## src/rtl/fanout_hash_fork.sv

```systemverilog
// Eager/lazy ready-valid fork: broadcasts one upstream token to up to NUM_OUT consumers,
// tracking per-channel acceptance in a taken mask, and counts upstream handshakes.
module fanout_hash_fork #(
    parameter int NUM_OUT    = 9,
    parameter int DATA_WIDTH = 17,
    parameter int CNT_WIDTH  = 16
) (
    input  logic                          clk,
    input  logic                          rst_n,
    input  logic                          clk_en,
    input  logic                          flush,
    input  logic [NUM_OUT-1:0]            cfg_enable,
    input  logic [NUM_OUT-1:0]            cfg_sel,
    input  logic                          cfg_eager,
    input  logic [DATA_WIDTH-1:0]         in_data,
    input  logic                          in_valid,
    output logic                          in_ready,
    output logic [NUM_OUT*DATA_WIDTH-1:0] out_data,
    output logic [NUM_OUT-1:0]            out_valid,
    input  logic [NUM_OUT-1:0]            out_ready,
    output logic [CNT_WIDTH-1:0]          tok_count
);

    logic [NUM_OUT-1:0]   taken_q, taken_d;
    logic [CNT_WIDTH-1:0] cnt_q, cnt_d;

    logic [NUM_OUT-1:0] active;
    logic               gate;
    logic [NUM_OUT-1:0] eager_valid, eager_acc, eager_done;
    logic               eager_ready;
    logic [NUM_OUT-1:0] lazy_valid;
    logic               lazy_ready;
    logic               fire;

    assign out_data = {NUM_OUT{in_data}};

    always_comb begin
        active = cfg_enable & cfg_sel;
        gate   = clk_en & ~flush & rst_n;

        // Eager: a channel drops out of the AND once it has taken the token or takes it now.
        eager_valid = {NUM_OUT{gate & in_valid}} & active & ~taken_q;
        eager_acc   = eager_valid & out_ready;
        eager_done  = ~active | taken_q | eager_acc;
        eager_ready = gate & (&eager_done);

        lazy_ready  = gate & (&(~active | out_ready));
        lazy_valid  = {NUM_OUT{gate & in_valid & lazy_ready}} & active;

        in_ready  = cfg_eager ? eager_ready : lazy_ready;
        out_valid = cfg_eager ? eager_valid : lazy_valid;
        fire      = in_valid & in_ready;
    end

    always_comb begin
        taken_d = taken_q;
        cnt_d   = cnt_q;
        if (flush) begin
            taken_d = '0;
            cnt_d   = '0;
        end else if (clk_en) begin
            if (fire)
                cnt_d = cnt_q + CNT_WIDTH'(1);
            if (fire || !cfg_eager)
                taken_d = '0;
            else
                taken_d = taken_q | eager_acc;
        end
    end

    always_ff @(posedge clk or negedge rst_n) begin
        if (!rst_n) begin
            taken_q <= '0;
            cnt_q   <= '0;
        end else begin
            taken_q <= taken_d;
            cnt_q   <= cnt_d;
        end
    end

    assign tok_count = cnt_q;

endmodule

```

## config.mk

```make
export PLATFORM = sky130hd
export DESIGN_NAME = fanout_hash_fork
export DESIGN_NICKNAME = d
export VERILOG_FILES = /design/src/rtl/fanout_hash_fork.sv
export SDC_FILE = /design/constraint.sdc
export NUM_CORES = 1
export LEC_CHECK = 0
export CAP_MARGIN = 0
export CORE_UTILIZATION = 36
export CTS_CLUSTER_DIAMETER = 30
export DETAILED_ROUTE_END_ITERATION = 8
export GPL_TIMING_DRIVEN = 0
export PLACE_DENSITY_LB_ADDON = 0.12
export SLEW_MARGIN = 5
export SYNTH_ARGS = -nofsm -noshare
export SYNTH_HDL_FRONTEND = slang
export SYNTH_SLANG_ARGS = --single-unit
export TNS_END_PERCENT = 20
```

## constraint.sdc

```tcl
create_clock -name clk -period 6.4 [get_ports clk]
set_clock_uncertainty 0.05 [all_clocks]
set_input_delay 1.92 -clock clk [delete_from_list [all_inputs] [get_ports clk]]
set_output_delay 1.92 -clock clk [all_outputs]
set_load 0.03 [all_outputs]
```

==> flow_summary.json <==
{
  "cpMostUsedCell": "clkdlybuf4s50_1",
  "final_cell_mix": "clkdlybuf4s50_1, buf_4, dfrtp_1",
  "drt_iter0_drc": 88,
  "ir_drop_v": 0.00009995,
  "core_area_um2": 7370,
  "cp.arrival_ns": 4.39,
  "antenna_found_initial": 0,
  "cts_buffers": 3,
  "drt-vias-per-instance": 4.534,
  "synth.avg_cell_area_um2": 8.111,
  "p_total_uw": 582.7,
  "port_buffers": 209,
  "synth.yosys.seq_area_share": 0.2242,
  "rsz0062_at_grt": "true",
  "syn-num-nets": 395,
  "tightestPinTransition_ns": 0.7313,
  "path_clk_slew_ns": 0.09,
  "critPathLaunchType": "primary input",
  "cts_buffer_depth": 2,
  "num_vias": 2970,
  "clk_latency_ns": 0.28,
  "p_leak_nw": 2.304,
  "multiInputGateArea_um2": 948.4,
  "die_w_um": 90.04,
  "drtPass1Iterations": 4,
  "dp_hpwl_mm": 7.403,
  "grt_pass1_wl_mm": 14.37,
  "clockRootBuffer": "clkbuf_8",
  "synth_cell_type_count": 36,
  "grt_max_degree": 28,
  "die_area_um2": 8106,
  "cts_tree": "done",
  "synthFlopType": "dfrtp_1",
  "place_area_um2": 5006,
  "worst-setup-path-type": "in2out",
  "drv_cap": 0,
  "gp_congestion": 0.9160,
  "hold_viol_final": 0,
  "synth_area_um2": 2790,
  "wl_mm": 8.758,
  "start_util": 0.3786,
  "n_antenna_cell": 0,
  "routedWlPerCell_um": 13.37,
  "final_common_cell": "clkdlybuf4s50_1",
  "grt_pass1_vias": 2813,
  "ant_nets": 0,
  "power.density_nw_per_um2": 115.2,
  "hold_buffers": 0,
  "synth-edff-count": 0,
  "cp-end-kind": "output port",
  "min_period_ns": 6.358,
  "hp-class": "reg2reg",
  "cp.required_ns": 4.43,
  "area_delta_synth_final_pct": 81.35,
  "fin_area_um2": 5060,
  "clock-sinks": 25,
  "syn_inst": 344,
  "drive_gt1_frac": 0.3004,
  "seq_area_um2": 625.6,
  "ios": 229,
  "fin_crit_sh": 0.9934,
  "grt_remaining_overflow": 0,
  "nNetsFinal": 608,
  "fillers": 611,
  "slowest_stage": "clkdlybuf4s50_1",
  "globalRouteTotalUtil": 0.2128,
  "drc": 0,
  "die_y_um": 90.04,
  "regToRegSetupSlack_ns": 4.30,
  "path_cells": "clkdlybuf4s50_1 > and4b_1 > buf_4 > nand2_1 > clkbuf_1 > o21a_1 > nor2_1 > clkdlybuf4s50_1",
  "max_freq_mhz": 157.3,
  "cp_max_fo": 10,
  "run_status": "finished clean",
  "tns_ns": 0,
  "slew_headroom": 0.5125,
  "ys_warn_count": 0,
  "max_stage_delay_ns": 0.68,
  "async_flop_share": 1.000,
  "htree_levels": 1,
  "ys_ff_latch": 25,
  "maxSlewViolCount": 0,
  "rows": 31,
  "setup-violations-final": 0
}
==> Yosys cell counts (2+ instances only) <==
cell / number / area, um2
a211oi_1: 9 / 67.56
a21oi_1: 14 / 70.07
and3_1: 2 / 12.51
and3b_1: 3 / 26.28
and4_1: 3 / 26.28
buf_2: 2 / 10.01
buf_4: 155 / 1164
clkbuf_1: 4 / 15.01
dfrtp_1: 25 / 625.6
inv_1: 3 / 11.26
nand2_1: 20 / 75.07
nand3_1: 13 / 65.06
nand3b_1: 5 / 37.54
nand4_1: 3 / 18.77
nor2_1: 9 / 33.78
nor3_1: 10 / 50.05
o2111ai_1: 2 / 17.52
o21a_1: 16 / 120.1
o21ai_0: 9 / 45.04
o31ai_1: 8 / 60.06
or3_1: 6 / 37.54
or4_1: 8 / 60.06
or4b_1: 2 / 20.02
==> cell families (layout without fill, tap and decap cells) <==
family | Yosys count | count (layout) | share of synthesized area
and+or+nand+nor | 89 | 89 | 0.1807
muxes | 2 | 2 | 0.007623
buffers and inverters | 166 | 378 | 0.4359
adders and majority gates | 1 | 1 | 0.004484
DFF | 25 | 25 | 0.2242
AOI/OAI and AO/OA | 61 | 61 | 0.1471
==> timing repair <==
item,in CTS,in global routing
resized for setup,7,6
buffers inserted,0,0
pin swaps,0,0
hold endpoints to repair,0,0
setup endpoints to repair,10,7
==> critical path, delay by kind of cell <==
kind                   cells  cell delay (ns)
and+or+nand+nor            3             0.53
AOI/OAI and AO/OA          1             0.24
buffers and inverters      4             1.69
==> registers in the layout, indices dropped and copies added (netlist names) <==
signal	count
tok_count	16
taken_q	9
==> path summary, 6_finish.rpt <==
kind | cells past startpoint | endpoint | from
max | 8 | out_valid[1] | clk_en
min | 1 | taken_q[4]$_DFFE_PN0P_ | taken_q[4]$_DFFE_PN0P_
max reg2reg | 6 | taken_q[6]$_DFFE_PN0P_ | taken_q[0]$_DFFE_PN0P_
min reg2reg | 1 | taken_q[4]$_DFFE_PN0P_ | taken_q[4]$_DFFE_PN0P_
max in group asynchronous | 1 | taken_q[6]$_DFFE_PN0P_ | rst_n
min in group asynchronous | 1 | tok_count[3]$_DFFE_PN0P_ | rst_n
==> through the flow <==
stage	util	setup slack [ns]	hold WS [ns]	std cells
finish	0.6866	0.04234	0.4779	655
global route	0.6866	-0.06954	0.5046	655
CTS	0.6846	0.02344	0.4862	655
detailed placement	0.6793	-1.218	0.4608	652
global placement	0.6793	-1.224	0.4502	652
floorplan	-	0.8784	0.4317	344
==> where the power goes <==
group / leakage, nW / internal (mW) / total (mW) / switching, mW
combinational: 1.93 / 0.165 / 0.326 / 0.160
clock: 0.0255 / 0.0437 / 0.0985 / 0.0548
sequential: 0.349 / 0.158 / 0.158 / 0.000370
total: 2.30 / 0.367 / 0.583 / 0.215
==> final cells by class <==
cell class | instances | area share
buffer | 162 | 0.2374
clock buffer | 3 | 0.008160
clock inverter | 1 | 0.0009891
inverter | 3 | 0.002226
multi-input combinational | 153 | 0.1874
sequential | 25 | 0.1236
tap | 99 | 0.02448
timing repair buffer | 209 | 0.4157
==> per-layer routing <==
metal | GRT usage | part of all wire
met5 | 0 | 0
met4 | 0.05242 | 0.016
met3 | 0.03215 | 0.059
met2 | 0.3995 | 0.53
met1 | 0.2505 | 0.39
Note: power is estimated with default switching activity, not from simulation.
